==> src/rtl/bw_mul_wb_initiator_if.sv <==
// Command, response and Wishbone master bundle between the multiplier initiator and its environment.
interface bw_mul_wb_initiator_if #(parameter int P_W = 16);
  logic           cmd_valid;
  logic           cmd_ready;
  logic [7:0]     cmd_a;
  logic [7:0]     cmd_b;
  logic           rsp_valid;
  logic           rsp_ready;
  logic [P_W-1:0] rsp_p;
  logic           rsp_err;
  logic           wbm_cyc_o;
  logic           wbm_stb_o;
  logic           wbm_we_o;
  logic [31:0]    wbm_adr_o;
  logic [31:0]    wbm_dat_o;
  logic [3:0]     wbm_sel_o;
  logic [31:0]    wbm_dat_i;
  logic           wbm_ack_i;

  modport master (
    input  cmd_valid, cmd_a, cmd_b, rsp_ready, wbm_dat_i, wbm_ack_i,
    output cmd_ready, rsp_valid, rsp_p, rsp_err,
    output wbm_cyc_o, wbm_stb_o, wbm_we_o, wbm_adr_o, wbm_dat_o, wbm_sel_o
  );

  modport slave (
    output cmd_valid, cmd_a, cmd_b, rsp_ready, wbm_dat_i, wbm_ack_i,
    input  cmd_ready, rsp_valid, rsp_p, rsp_err,
    input  wbm_cyc_o, wbm_stb_o, wbm_we_o, wbm_adr_o, wbm_dat_o, wbm_sel_o
  );
endinterface

==> src/rtl/bw_mul_wb_initiator.sv <==
// Wishbone initiator for the Baugh-Wooley multiplier slave: writes {b,a}, reads the product back,
// returns it (or a timeout error) on the response port. One transaction in flight at a time.
module bw_mul_wb_initiator #(
  parameter logic [31:0] WB_ADDR   = 32'h3000_0000,
  parameter logic [31:0] RD_OFFSET = 32'h0000_0004,
  parameter int          P_W       = 16,
  parameter int          TIMEOUT   = 16
) (
  input logic                   wb_clk_i,
  input logic                   wb_rst_i,
  bw_mul_wb_initiator_if.master bus
);
  localparam int            CW       = (TIMEOUT > 2) ? $clog2(TIMEOUT) : 1;
  localparam logic [CW-1:0] CNT_LAST = CW'(TIMEOUT - 2);

  typedef enum logic [1:0] {IDLE, WR, RD, RSP} state_t;

  typedef struct packed {
    logic [7:0] b;
    logic [7:0] a;
  } ops_t;

  state_t         r_state, w_next;
  ops_t           r_ops;
  logic [CW-1:0]  r_cnt;
  logic [P_W-1:0] r_p;
  logic           r_err;

  logic           w_stb, w_we, w_ack, w_last, w_tout;
  logic [31:0]    w_adr, w_dat;
  logic           w_unused;

  // Ack only counts while strobing; the last stb cycle without ack is the timeout.
  assign w_ack    = w_stb & bus.wbm_ack_i;
  assign w_last   = (r_cnt == CNT_LAST);
  assign w_tout   = w_stb & ~bus.wbm_ack_i & w_last;
  assign w_unused = &{1'b0, bus.wbm_dat_i};

  always_comb begin
    w_next        = r_state;
    w_stb         = 1'b0;
    w_we          = 1'b0;
    w_adr         = '0;
    w_dat         = '0;
    bus.cmd_ready = 1'b0;
    bus.rsp_valid = 1'b0;
    case (r_state)
      IDLE: begin
        bus.cmd_ready = 1'b1;
        if (bus.cmd_valid) w_next = WR;
      end
      WR: begin
        w_stb = 1'b1;
        w_we  = 1'b1;
        w_adr = WB_ADDR;
        w_dat = {16'h0, r_ops};
        if (bus.wbm_ack_i)  w_next = RD;
        else if (w_last)    w_next = RSP;
      end
      RD: begin
        w_stb = 1'b1;
        w_adr = WB_ADDR + RD_OFFSET;
        if (bus.wbm_ack_i || w_last) w_next = RSP;
      end
      RSP: begin
        bus.rsp_valid = 1'b1;
        if (bus.rsp_ready) w_next = IDLE;
      end
      default: w_next = IDLE;
    endcase
  end

  assign bus.wbm_cyc_o = w_stb;
  assign bus.wbm_stb_o = w_stb;
  assign bus.wbm_we_o  = w_we;
  assign bus.wbm_adr_o = w_adr;
  assign bus.wbm_dat_o = w_dat;
  assign bus.wbm_sel_o = {4{w_stb}};
  assign bus.rsp_p     = r_p;
  assign bus.rsp_err   = r_err;

  always_ff @(posedge wb_clk_i or posedge wb_rst_i) begin
    if (wb_rst_i) r_state <= IDLE;
    else          r_state <= w_next;
  end

  // Counter sits at zero whenever no stb is waiting, so it is clear on entry to WR and RD.
  always_ff @(posedge wb_clk_i or posedge wb_rst_i) begin
    if (wb_rst_i) begin
      r_ops <= '0;
      r_cnt <= '0;
      r_p   <= '0;
      r_err <= 1'b0;
    end else begin
      if (r_state == IDLE && bus.cmd_valid) r_ops <= '{b: bus.cmd_b, a: bus.cmd_a};
      r_cnt <= (w_stb && !bus.wbm_ack_i && !w_last) ? r_cnt + 1'b1 : '0;
      if (r_state == RD && w_ack) begin
        r_p   <= bus.wbm_dat_i[P_W-1:0];
        r_err <= 1'b0;
      end else if (w_tout) begin
        r_p   <= '0;
        r_err <= 1'b1;
      end
    end
  end
endmodule

==> src/flat_wrapper.sv <==
// flat-port wrapper written by rule: the top's interface ports become plain ports
module bw_mul_wb_initiator_flat 
#(
  parameter logic [31:0] WB_ADDR   = 32'h3000_0000,
  parameter logic [31:0] RD_OFFSET = 32'h0000_0004,
  parameter int          P_W       = 16,
  parameter int          TIMEOUT   = 16
)
  (wb_clk_i, wb_rst_i, bus_cmd_valid, bus_cmd_a, bus_cmd_b, bus_rsp_ready, bus_wbm_dat_i, bus_wbm_ack_i, bus_cmd_ready, bus_rsp_valid, bus_rsp_p, bus_rsp_err, bus_wbm_cyc_o, bus_wbm_stb_o, bus_wbm_we_o, bus_wbm_adr_o, bus_wbm_dat_o, bus_wbm_sel_o);
  bw_mul_wb_initiator_if #(.P_W(P_W)) bus_i ();
  input logic wb_clk_i;
  input logic wb_rst_i;
  input wire logic [$bits(bus_i.cmd_valid)-1:0] bus_cmd_valid;
  input wire logic [$bits(bus_i.cmd_a)-1:0] bus_cmd_a;
  input wire logic [$bits(bus_i.cmd_b)-1:0] bus_cmd_b;
  input wire logic [$bits(bus_i.rsp_ready)-1:0] bus_rsp_ready;
  input wire logic [$bits(bus_i.wbm_dat_i)-1:0] bus_wbm_dat_i;
  input wire logic [$bits(bus_i.wbm_ack_i)-1:0] bus_wbm_ack_i;
  output wire logic [$bits(bus_i.cmd_ready)-1:0] bus_cmd_ready;
  output wire logic [$bits(bus_i.rsp_valid)-1:0] bus_rsp_valid;
  output wire logic [$bits(bus_i.rsp_p)-1:0] bus_rsp_p;
  output wire logic [$bits(bus_i.rsp_err)-1:0] bus_rsp_err;
  output wire logic [$bits(bus_i.wbm_cyc_o)-1:0] bus_wbm_cyc_o;
  output wire logic [$bits(bus_i.wbm_stb_o)-1:0] bus_wbm_stb_o;
  output wire logic [$bits(bus_i.wbm_we_o)-1:0] bus_wbm_we_o;
  output wire logic [$bits(bus_i.wbm_adr_o)-1:0] bus_wbm_adr_o;
  output wire logic [$bits(bus_i.wbm_dat_o)-1:0] bus_wbm_dat_o;
  output wire logic [$bits(bus_i.wbm_sel_o)-1:0] bus_wbm_sel_o;
  assign bus_i.cmd_valid = bus_cmd_valid;
  assign bus_i.cmd_a = bus_cmd_a;
  assign bus_i.cmd_b = bus_cmd_b;
  assign bus_i.rsp_ready = bus_rsp_ready;
  assign bus_i.wbm_dat_i = bus_wbm_dat_i;
  assign bus_i.wbm_ack_i = bus_wbm_ack_i;
  assign bus_cmd_ready = bus_i.cmd_ready;
  assign bus_rsp_valid = bus_i.rsp_valid;
  assign bus_rsp_p = bus_i.rsp_p;
  assign bus_rsp_err = bus_i.rsp_err;
  assign bus_wbm_cyc_o = bus_i.wbm_cyc_o;
  assign bus_wbm_stb_o = bus_i.wbm_stb_o;
  assign bus_wbm_we_o = bus_i.wbm_we_o;
  assign bus_wbm_adr_o = bus_i.wbm_adr_o;
  assign bus_wbm_dat_o = bus_i.wbm_dat_o;
  assign bus_wbm_sel_o = bus_i.wbm_sel_o;
  bw_mul_wb_initiator #(.WB_ADDR(WB_ADDR), .RD_OFFSET(RD_OFFSET), .P_W(P_W), .TIMEOUT(TIMEOUT)) u_core (.wb_clk_i(wb_clk_i), .wb_rst_i(wb_rst_i), .bus(bus_i));
endmodule
==> config.mk <==
export PLATFORM = sky130hd
export DESIGN_NAME = bw_mul_wb_initiator_flat
export DESIGN_NICKNAME = d
export VERILOG_FILES = /design/src/rtl/bw_mul_wb_initiator_if.sv /design/src/rtl/bw_mul_wb_initiator.sv /design/src/flat_wrapper.sv
export SDC_FILE = /design/constraint.sdc
export NUM_CORES = 1
export LEC_CHECK = 0
export ABC_AREA = 1
export ABC_CLOCK_PERIOD_IN_PS = 2500
export BUFFER_PORTS_ARGS = -buffer_cell sky130_fd_sc_hd__buf_2
export CORE_ASPECT_RATIO = 0.7
export CORE_MARGIN = 8
export CORE_UTILIZATION = 30
export DETAILED_ROUTE_END_ITERATION = 7
export PLACE_DENSITY_LB_ADDON = 0.25
export SETUP_SLACK_MARGIN = 0.1
export SYNTH_ARGS = -nofsm -noshare
export SYNTH_HDL_FRONTEND = slang
export SYNTH_SLANG_ARGS = --single-unit
==> constraint.sdc <==
create_clock -name wb_clk_i -period 2.5 [get_ports wb_clk_i]
set_input_delay 0.25 -clock wb_clk_i [delete_from_list [all_inputs] [get_ports wb_clk_i]]
set_output_delay 0.25 -clock wb_clk_i [all_outputs]
set_load 0.01 [all_outputs]
==> summary.txt, run 1 <==
Max-Cap Viols -> 0
WP data arrival -> 1.83 ns
Skew-Pair Late Insertion Delay -> 0.29 ns
RSZ-0062 raised after global routing -> false
Leak Pwr -> 1.662 nW
Synth Instances -> 244
combinational share of power -> 0.502
CTS Buffer Depth -> 2
H-tree depth -> 2
Clk pin slew, worst setup/hold paths -> 0.08 ns
Clock Skew -> 0.007308 ns
drt via density -> 3.785
Rows -> 26
Std-Cell Core Area -> 7287 µm²
1st-pass router iterations -> 4
CTS tree -> yes
first-pass GRT wire length -> 7.776 mm
Internal Power -> 1.754 mW
CP Launch Type -> register
effective utilization at floorplan -> 0.3091
Yosys cell types -> 18
die area -> 10580 µm²
Clock Sinks -> 39
1st-iter DRT viols -> 40
Sequential Power Share -> 0.362
GRT Overall Usage -> 0.09116
PostCTS Resize Cnt -> 0
Primary FF master, synth -> dfrtp_1
Final GP Congestion -> 0.7273
Critical Setup Path Class -> reg2out
Sw Pwr -> 1.207 mW
dpl cells -> 410
most common library cells after synthesis -> nand2_1, buf_4, dfrtp_1
DRC Markers -> 0
gr ovfl total -> 0
TritonCTS buffer count -> 5
pin count of the biggest net entering global routing -> 40
Clk pwr share -> 0.137
CP Max Fanout -> 18
fin. max-slew vios -> 0
critical path required time -> 2.25 ns
Setup crit end kind -> output pin
detailed placer's ending HPWL -> 3.884 mm
CP max stage delay -> 0.63 ns
Ports -> 143
placed cell area -> 2509 µm²
Worst Setup Slack, final -> 0.4245 ns
Ys Warns -> 0
PD cells -> 1142 nW/µm²
Final Instance Area -> 2592 µm²
vias in the first global route -> 1590
sw frac -> 0.4076
PortBufs -> 81
Avg Inst Size Synth -> 9.230 µm²
crit path cell chain -> inv_1, ha_1, nand2_1, inv_1, buf_2
Antenna Violating Nets Remaining -> 0
Finish-stage setup viols -> 0
Synth area leader -> dfrtp_1
Setup Fix Bufs, Post-CTS -> 0
Finished Layout Cells -> 418
Async S/R FF share, synth -> 1.000
DR vias -> 1582
run status -> complete, no violations
sequential area share after synthesis -> 0.4333
final hold violation count -> 0
Total Wirelength -> 5.094 mm
Post-synth EDFFs -> 0
fin crit share -> 0.8302
Slew @ Worst Pin -> 0.7222 ns
post-synth top area share -> 0.4333
synthesis-to-finish area growth -> 15.11%
# diodes -> 0
Hold Crit Class -> in2async
synth top area cells -> dfrtp_1, buf_4, nand2_1
Die Span Y -> 88.49 µm
Syn Std Cell Area -> 2252 µm²
share of cells above drive strength 1 -> 0.3469
CP max-delay cell -> ha_1
most used cell, CP -> inv_1
initial antenna violation count -> 0
hold-fix buffers at CTS -> 0
Peak VDD IR -> 371.7 µV
Fmax -> 481.8 MHz
Max-slew headroom -> 0.5185
top-count cell post-synth -> nand2_1
Yosys reg bits -> 39
Wirelength per Cell -> 12.19 µm
Worst Hold Slack -> 0.06989 ns
setup TNS -> 0 ns
Final min period -> 2.075 ns
clk root buf -> clkbuf_8
Die Wd -> 119.6 µm
Layout Nets -> 380
pre-CTS WS -> 0.7218 ns
[final cells by class]
cell class	instances	area (µm²)
clock inverters	3	15.01
multi-input cells	164	895.9
flip-flops and latches	39	975.9
clock buffers	5	68.82
fillers	800	4695
well taps	98	122.6
inverters	27	101.3
repair buffers	82	412.9
[power groups by stage]
stage | combinational (mW) | sequential, mW | clock [mW]
floorplan | 1.15 | 1.11 | 0
global placement | 1.51 | 1.07 | 0
detailed placement | 1.51 | 1.08 | 0
CTS | 1.52 | 1.07 | 0.436
global route | 1.67 | 1.11 | 0.458
finish | 1.48 | 1.07 | 0.405
[logic make-up after synthesis]
| group | count (synthesis) | synth area share |
|---|---|---|
| adders and majority gates | 8 | 0.04445 |
| muxes | 16 | 0.09666 |
| xor gates and xnor gates | 2 | 0.007779 |
| and+or+nand+nor | 93 | 0.1739 |
| buffers and inverters | 85 | 0.2422 |
| other | 1 | 0.001665 |
| DFF | 39 | 0.4333 |
[per-layer routing]
layer  share of wire  global-route usage  vias up
met4          0.0043             0.02709        0
li1                -                   -      796
met1            0.46              0.1120      711
met5               0                   0        -
met3            0.13             0.05672        2
met2            0.40              0.1289       73
[flip-flops by register name (all words and copies together) (netlist names)]
name,cells
u_core.bus.rsp_p,16
u_core.bus.rsp_err,1
u_core.r_state,2
u_core.r_ops,16
u_core.r_cnt,4
[worst max-delay path: cells and delay by family (launching register included)]
family | cells | cell delay (ns)
buffers and inverters | 3 | 0.33
adder cells (fa/ha/maj) | 1 | 0.63
flip-flops | 1 | 0.44
AND/OR/NAND/NOR | 1 | 0.13
[placed cells by master (no fill, tap or decap)]
cell type  instances
nand3_1           20
xor2_1             1
clkinv_2           3
buf_2             81
nor2_1             6
ha_1               8
xnor2_1            1
nand2_1           64
nand2_2            1
mux2_4            10
mux2_2             6
dfrtp_1           39
nand2_4            2
clkbuf_8           5
buf_4              1
inv_2              2
inv_1             25
conb_1            45
[through the flow]
stage / power (mW) / utilization
5_1_grt: 3.229 / 0.3558
6_report: 2.961 / 0.3558
3_3_place_gp: 2.576 / 0.3443
4_1_cts: 3.025 / 0.3558
3_5_place_dp: 2.594 / 0.3443
2_1_floorplan: 2.265 / -
[final timing paths]
path	from	end	slack (ns)	depth (start not counted)
setup reg to reg	u_core.r_state[1]	u_core.r_state[1]	0.71	8
setup / recovery	u_core.r_state[1]	bus_wbm_dat_o[14]	0.42	5
hold reg to reg	u_core.r_cnt[0]	u_core.r_cnt[0]	0.49	1
max in group asynchronous	wb_rst_i	u_core.r_ops[6]	2.06	3
min in group wb_clk_i	bus_wbm_dat_i[13]	u_core.bus.rsp_p[13]	0.16	3
hold / removal	wb_rst_i	u_core.bus.rsp_p[14]	0.07	3
Note: power is estimated with default switching activity, not from simulation.
==> inputs of run 2 (changes only) <==
--- a/config.mk
+++ b/config.mk
@@ -5,8 +5,8 @@
 export SDC_FILE = /design/constraint.sdc
 export NUM_CORES = 1
 export LEC_CHECK = 0
-export ABC_AREA = 1
-export ABC_CLOCK_PERIOD_IN_PS = 2500
+export ABC_AREA = 0
+export ABC_CLOCK_PERIOD_IN_PS = 2000
 export BUFFER_PORTS_ARGS = -buffer_cell sky130_fd_sc_hd__buf_2
 export CORE_ASPECT_RATIO = 0.7
 export CORE_MARGIN = 8
==> constraint.sdc (replaced) <==
create_clock -name wb_clk_i -period 2 [get_ports wb_clk_i]
set_input_delay 0.2 -clock wb_clk_i [delete_from_list [all_inputs] [get_ports wb_clk_i]]
set_output_delay 0.2 -clock wb_clk_i [all_outputs]
set_load 0.01 [all_outputs]
==> run 2 against run 1 <==
Synthesized cell count is 26% lower. Worst setup slack worse by 0.19 ns. Clock skew is 0.00092 ns higher. Clock power is 67% higher. Clock-buffer cell count is 1 higher. Sequential power is 23% higher. Sequential share of layout area is 0.11 points higher. Synthesized area is 5.2% lower. Largest cell class unchanged.
==> summary.txt, run 2 <==
Antenna Violating Nets Remaining -> 0 (unchanged)
setup TNS -> 0 ns (unchanged)
Clock Skew -> 0.008227 ns (+0.0009188 ns)
Syn Std Cell Area -> 2135 µm² (-5.2%)
post-synthesis adder-cell area fraction -> 0.04689 (+0.002449)
most common library cells after synthesis -> buf_4, dfrtp_1, and2_1
Sw Pwr -> 1.397 mW (+16%)
# diodes -> 0 (unchanged)
critical path required time -> 1.80 ns (-0.45 ns)
multi-input combinational cell area -> 882.1 µm² (-1.5%)
clk root buf -> clkbuf_8
post-synthesis simple-gate area fraction -> 0.08030 (-0.09358)
Clk pwr share -> 0.175 (+0.038)
CP max-delay cell -> dfrtp_1
most common cell after layout, fill and taps aside -> buf_2
Die Wd -> 116.8 µm (-2.3%)
Total Wirelength -> 4.792 mm (-5.9%)
# fillers -> 712 (-11%)
1st-pass router iterations -> 3 (-1)
Util after Layout -> 0.3791 (+0.02331)
PD cells -> 1494 nW/µm² (+31%)
Sequential Power Share -> 0.343 (-0.019)
CTS tree -> yes
pre-CTS WS -> 0.2814 ns (-0.4404 ns)
Final min period -> 1.769 ns
Layout Nets -> 323 (-15%)
Peak VDD IR -> 508.9 µV (+37%)
initial antenna violation count -> 0 (unchanged)
die area -> 10110 µm² (-4.4%)
CP max stage delay -> 0.44 ns (-0.19 ns)
gr ovfl total -> 0 (unchanged)
mux cell area share after synthesis -> 0.09613 (-0.0005354)
Die Span Y -> 86.58 µm (-2.2%)
register area -> 975.9 µm² (unchanged)
combinational share of power -> 0.482 (-0.020)
commonest cells after routing, fill and taps aside -> buf_2, conb_1, dfrtp_1
Max-Cap Viols -> 0 (unchanged)
WP data arrival -> 1.57 ns (-0.26 ns)
Skew-Pair Late Insertion Delay -> 0.29 ns (about the same)
delay-heaviest family, CP -> buffers and inverters
Buf+Inv Stages, Crit Path -> 3 (unchanged)
DR vias -> 1384 (-13%)
Ys Warns -> 0 (unchanged)
Leak Pwr -> 1.424 nW (-14%)
synthesis-to-finish area growth -> 21.10%
detailed placer's ending HPWL -> 3.734 mm (-3.9%)
fin. max-slew vios -> 0 (unchanged)
Worst Setup Slack, final -> 0.2312 ns (-0.1934 ns)
Setup crit end kind -> output pin
RSZ-0062 raised after global routing -> false
drt via density -> 3.877 (+2.4%)
synth top area cells -> dfrtp_1, buf_4, mux2_2
1st-iter DRT viols -> 48 (+20%)
Final GP Congestion -> 0.6702 (-7.9%)
sequential area share after synthesis -> 0.4572 (+0.02388)
Async S/R FF share, synth -> 1.000 (unchanged)
share of cells above drive strength 1 -> 0.4829 (+0.1360)
Internal Power -> 2.465 mW (+41%)
Slew @ Worst Pin -> 0.6363 ns (-0.08594 ns)
Max-slew headroom -> 0.5732 (+0.05467)
placed cell area -> 2457 µm² (-2.0%)
Hold Crit Class -> in2reg
Post-Synth XOR/XNOR Area -> 0.008206 (+0.0004286)
post-synth top area share -> 0.4572 (+0.02388)
DRC Markers -> 0 (unchanged)
run status -> complete, no violations
Avg Inst Size Synth -> 11.86 µm² (+28%)
Post-synth EDFFs -> 0 (unchanged)
Yosys reg bits -> 39 (unchanged)
crit path cell chain -> inv_1, ha_1, buf_4, and2_1, buf_2
Critical Setup Path Class -> reg2out
Ports -> 143 (unchanged)
Primary FF master, synth -> dfrtp_1
Synth area leader -> dfrtp_1
Clk pin slew, worst setup/hold paths -> 0.08 ns (about the same)
sw frac -> 0.3618 (-0.04582)
Clock Sinks -> 39 (unchanged)
Synth Instances -> 180 (-26%)
pin count of the biggest net entering global routing -> 19 (-53%)
CTS Buffer Depth -> 2 (unchanged)
Wirelength per Cell -> 13.42 µm (+10%)
PortBufs -> 81 (unchanged)
Compound-Gate Fraction of Synth Area -> 0.1026 (+0.1026)
effective utilization at floorplan -> 0.3130 (+0.003962)
Yosys cell types -> 28 (+10)
Final Instance Area -> 2585 µm² (-0.29%)
Final Power -> 3.862 mW (+30%)
H-tree depth -> 2 (unchanged)
Std-Cell Core Area -> 6819 µm² (-6.4%)
CP Launch Type -> register
GRT Overall Usage -> 0.09540 (+0.004240)
Rows -> 25 (-3.8%)
TritonCTS buffer count -> 5 (unchanged)
final hold violation count -> 0 (unchanged)
vias in the first global route -> 1477 (-7.1%)
Fmax -> 565.4 MHz
fin crit share -> 0.8844
Finish-stage setup viols -> 0 (unchanged)
top-count cell post-synth -> buf_4
first-pass GRT wire length -> 7.452 mm (-4.2%)
largest family of logic cells by synthesized area -> buffers and inverters
CP Max Fanout -> 18 (unchanged)
[run 2: cell count changes in the layout (fill, tap and decap cells not counted), sizes merged, moves of 2 or more]
cell	previous run	this run
and2	0	17
nand3	20	1
buf	82	87
nand2b	0	2
a22o	0	16
nand2	67	1
inv	27	4
[run 2: area by class of cell]
| cell class | count | share of cell area |
|---|---|---|
| Clock inverter | 2 | 0.01355 |
| Multi-Input combinational cell | 123 | 0.3412 |
| Clock buffer | 6 | 0.03195 |
| Inverter | 5 | 0.007260 |
| Tap cell | 94 | 0.04550 |
| Timing Repair Buffer | 88 | 0.1830 |
| Sequential cell | 39 | 0.3775 |
[run 2: stage by stage]
step,hold WS [ns],instances
global placement,0.2397,348
floorplan,0.3397,224
finish,0.1329,357
detailed placement,0.2361,348
global route,0.1095,357
CTS,0.1185,357
[run 2: kinds of logic after synthesis]
kind of cell	after synthesis
AOI/OAI and AO/OA	21
xor gates and xnor gates	2
adders and majority gates	8
buffers and inverters	62
DFF	39
muxes	18
other	1
and+or+nand+nor	29
[run 2: power by group through the flow]
stage / Sequential, mW / Combinational [mW] / Clock (mW)
after global placement: 1.33 / 1.88 / 0
final: 1.32 / 1.86 / 0.676
after global routing: 1.37 / 2.05 / 0.757
after detailed placement: 1.33 / 1.91 / 0
after floorplan: 1.38 / 1.39 / 0
after CTS: 1.33 / 1.90 / 0.711
[run 2: layer usage]
| metal | GRT usage | vias up | wire, µm |
|---|---|---|---|
| li1 | - | 662 | - |
| met1 | 0.1135 | 650 | 2016 |
| met2 | 0.1456 | 67 | 2089 |
| met3 | 0.04858 | 5 | 651 |
| met4 | 0.03125 | 0 | 36 |
| met5 | 0 | - | 0 |
[run 2: path summary, 6_finish.rpt]
kind                              startpoint              endpoint  depth (start not counted)  slack, ns
setup reg to reg           u_core.r_state[1]   u_core.bus.rsp_p[4]                          6       0.26
hold reg to reg              u_core.r_cnt[0]       u_core.r_cnt[0]                          1       0.49
setup / recovery           u_core.r_state[1]      bus_wbm_dat_o[2]                          5       0.23
min in group asynchronous           wb_rst_i   u_core.bus.rsp_p[1]                          3       0.48
hold / removal             bus_wbm_dat_i[14]  u_core.bus.rsp_p[14]                          2       0.13
max in group asynchronous           wb_rst_i       u_core.r_ops[7]                          4       0.94
[run 2: worst reg2reg max path: cells and delay by family (launching register included)]
family          cells  cell delay (ns)
simple gates        1             0.22
compound gates      2             0.27
flops               1             0.44
buf+inv             2             0.27
fa+ha+maj           1             0.44
[run 2: what timing repair did]
| item | in CTS | in global routing |
|---|---|---|
| endpoints found under the setup margin | 0 | 0 |
| buffers inserted | 0 | 0 |
| hold buffers | 1 | 0 |
| gates resized for setup | 0 | 0 |
| endpoints found under the hold margin | 16 | 0 |
==> inputs of run 3 (changes only) <==
--- a/config.mk
+++ b/config.mk
@@ -12,7 +12,7 @@
 export CORE_MARGIN = 8
 export CORE_UTILIZATION = 30
 export DETAILED_ROUTE_END_ITERATION = 7
-export PLACE_DENSITY_LB_ADDON = 0.25
+export RECOVER_POWER = 100
 export SETUP_SLACK_MARGIN = 0.1
 export SYNTH_ARGS = -nofsm -noshare
 export SYNTH_HDL_FRONTEND = slang
==> run 3 against run 2 <==
Combinational power decreased by 6%. Clock skew decreased by 0.0025 ns. Die area stayed put. Sequential share of layout area grew 1.7 points. Global-route usage decreased by 0.35 points. Core utilization fell by 1.7 points. Register-to-register slack worse by 0.02 ns. Hold slack gained 0.0078 ns. Largest power group unchanged.
==> summary.txt, run 3 (synthesis gave the netlist of run 2 again) <==
run status -> complete, no violations
reg2reg path depth -> 6 (unchanged)
initial antenna violation count -> 0 (unchanged)
Finished Layout Cells -> 355 (-0.56%)
die area -> 10110 µm² (unchanged)
critical path required time -> 1.80 ns (about the same)
1st-iter DRT viols -> 28 (-42%)
setup TNS -> 0 ns (unchanged)
H-tree depth -> 2 (unchanged)
TritonCTS buffer count -> 5 (unchanged)
Clock Skew -> 0.005752 ns (-0.002475 ns)
total length of routed met2 wires -> 2.111 mm (+1.1%)
PD cells -> 1435 nW/µm² (-3.9%)
first-pass GRT wire length -> 7.265 mm (-2.5%)
Clock Sinks -> 39 (unchanged)
met3 wire len -> 609 µm (-6.5%)
DRC Markers -> 0 (unchanged)
GRT Overall Usage -> 0.09187 (-0.003530)
Clk pwr share -> 0.135 (-0.040)
Worst Hold Slack -> 0.1407 ns (+0.007832 ns)
Max-slew headroom -> 0.4263 (-0.1469)
Fmax -> 564.2 MHz (-0.20%)
Clk pin slew, worst setup/hold paths -> 0.07 ns (about the same)
WP data arrival -> 1.57 ns (about the same)
Sw Pwr -> 1.377 mW (-1.4%)
dpl cells -> 348 (unchanged)
# diodes -> 0 (unchanged)
Hold Crit Class -> in2reg
fin. max-slew vios -> 0 (unchanged)
effective utilization at floorplan -> 0.3130 (unchanged)
DR vias -> 1378 (-0.43%)
# fillers -> 738 (+3.7%)
Worst Setup Slack, final -> 0.2277 ns (-0.003498 ns)
Critical Path Source -> u_core.r_state[1]
PortBufs -> 81 (unchanged)
commonest cells after routing, fill and taps aside -> conb_1, buf_2, clkbuf_1
CTS Buffer Depth -> 2 (unchanged)
Antenna Violating Nets Remaining -> 0 (unchanged)
CP Launch Type -> register
sw frac -> 0.3883 (+0.02655)
final hold violation count -> 0 (unchanged)
Total Wirelength -> 4.666 mm (-2.6%)
r2r startpoint -> u_core.r_state[1]
most common cell after layout, fill and taps aside -> conb_1
drt via density -> 3.882 (+0.13%)
Slew @ Worst Pin -> 0.8606 ns (+0.2243 ns)
Finish-stage setup viols -> 0 (unchanged)
gr ovfl total -> 0 (unchanged)
met1 wire length -> 1.928 mm (-4.4%)
synthesis-to-finish area growth -> 15.77%
Wirelength per Cell -> 13.14 µm (-2.1%)
Leak Pwr -> 1.258 nW (-12%)
Final min period -> 1.772 ns (+0.003498 ns)
pin count of the biggest net entering global routing -> 23 (+4)
RSZ-0062 raised after global routing -> false
Critical Setup Path Class -> reg2out
Layout Nets -> 323 (unchanged)
1st-pass router iterations -> 3 (unchanged)
placed cell area -> 2457 µm² (unchanged)
Skew-Pair Late Insertion Delay -> 0.28 ns (about the same)
pre-CTS WS -> 0.2951 ns (+0.01368 ns)
clk root buf -> clkbuf_8
Internal Power -> 2.169 mW (-12%)
Setup Fix Bufs, Post-CTS -> 0 (unchanged)
vias in the first global route -> 1459 (-1.2%)
combinational share of power -> 0.489 (+0.007)
Rows -> 25 (unchanged)
Reg2Reg Setup Slack -> 0.24 ns (-0.02 ns)
fin crit share -> 0.8862 (+0.001749)
top sig layer -> met4
detailed placer's ending HPWL -> 3.601 mm (-3.6%)
CTS tree -> yes
r2r endpoint -> u_core.bus.rsp_p[4]
Sequential Power Share -> 0.375 (+0.032)
share of cells above drive strength 1 -> 0.3180 (-0.1649)
Max-Cap Viols -> 0 (unchanged)
Final GP Congestion -> 0.7242 (+8.1%)
Setup crit end kind -> output pin
Die Span Y -> 86.58 µm (unchanged)
Ports -> 143 (unchanged)
Die Wd -> 116.8 µm (unchanged)
Std-Cell Core Area -> 6819 µm² (unchanged)
Peak VDD IR -> 567.1 µV (+11%)
Worst Setup EP -> bus_wbm_dat_o[2]
CP Max Fanout -> 18 (unchanged)
Final Instance Area -> 2471 µm² (-4.4%)
==> run 3: cell types whose count changed in the layout (fill, tap and decap cells not counted), sizes merged <==
| cell | delta |
|---|---|
| bufinv | -1 |
| clkbuf | +41 |
| buf | -41 |
| clkinv | -1 |
==> run 3: how the worst min path moves through the flow <==
stage	from	endpoint	depth (start not counted)
5_1_grt	bus_wbm_dat_i[11]	u_core.bus.rsp_p[11]	2
2_1_floorplan	bus_wbm_dat_i[10]	u_core.bus.rsp_p[10]	1
4_1_cts	bus_wbm_dat_i[13]	u_core.bus.rsp_p[13]	2
3_3_place_gp	wb_rst_i	u_core.bus.rsp_err	3
3_5_place_dp	wb_rst_i	u_core.bus.rsp_err	3
6_report	bus_wbm_dat_i[0]	u_core.bus.rsp_p[0]	2
==> run 3: metrics by stage <==
| stage | utilization | power (mW) |
|---|---|---|
| final | 0.3624 | 3.547 |
| after detailed placement | 0.3604 | 3.236 |
| after CTS | 0.3725 | 3.740 |
| after global placement | 0.3604 | 3.200 |
| after floorplan | - | 2.764 |
| after global routing | 0.3624 | 3.854 |
==> run 3: power by group through the flow <==
stage	clock network (mW)	registers (mW)	logic [mW]
global placement	0	1.33	1.87
floorplan	0	1.38	1.39
CTS	0.510	1.33	1.90
detailed placement	0	1.33	1.91
global route	0.551	1.38	1.92
finish	0.479	1.33	1.74
==> run 3: layer usage <==
metal / GRT usage / vias to the layer above
met1: 0.1089 / 645
met4: 0.02778 / 0
li1: - / 660
met5: 0 / -
met2: 0.1435 / 71
met3: 0.04441 / 2
==> run 3: repair_timing <==
item | 4_1_cts | 5_1_grt
resized for setup | 0 | 0
endpoints found under the hold margin | 39 | 0
hold buffers | 1 | 0
==> run 3: layout make-up <==
cell class              instances  area (µm²)  share of cell area
well taps                      94       117.6             0.04760
flip-flops and latches         39       975.9              0.3949
inverters                       5       18.77            0.007595
multi-input cells             123       869.6              0.3519
repair buffers                 88       416.7              0.1686
clock buffers                   6       72.57             0.02937
==> run 3: worst max-delay path, stage by stage (launching register included) <==
cell	delay, ns
dfrtp_1	0.43
inv_1	0.13
ha_1	0.19
buf_4	0.22
and2_1	0.15
clkbuf_1	0.17
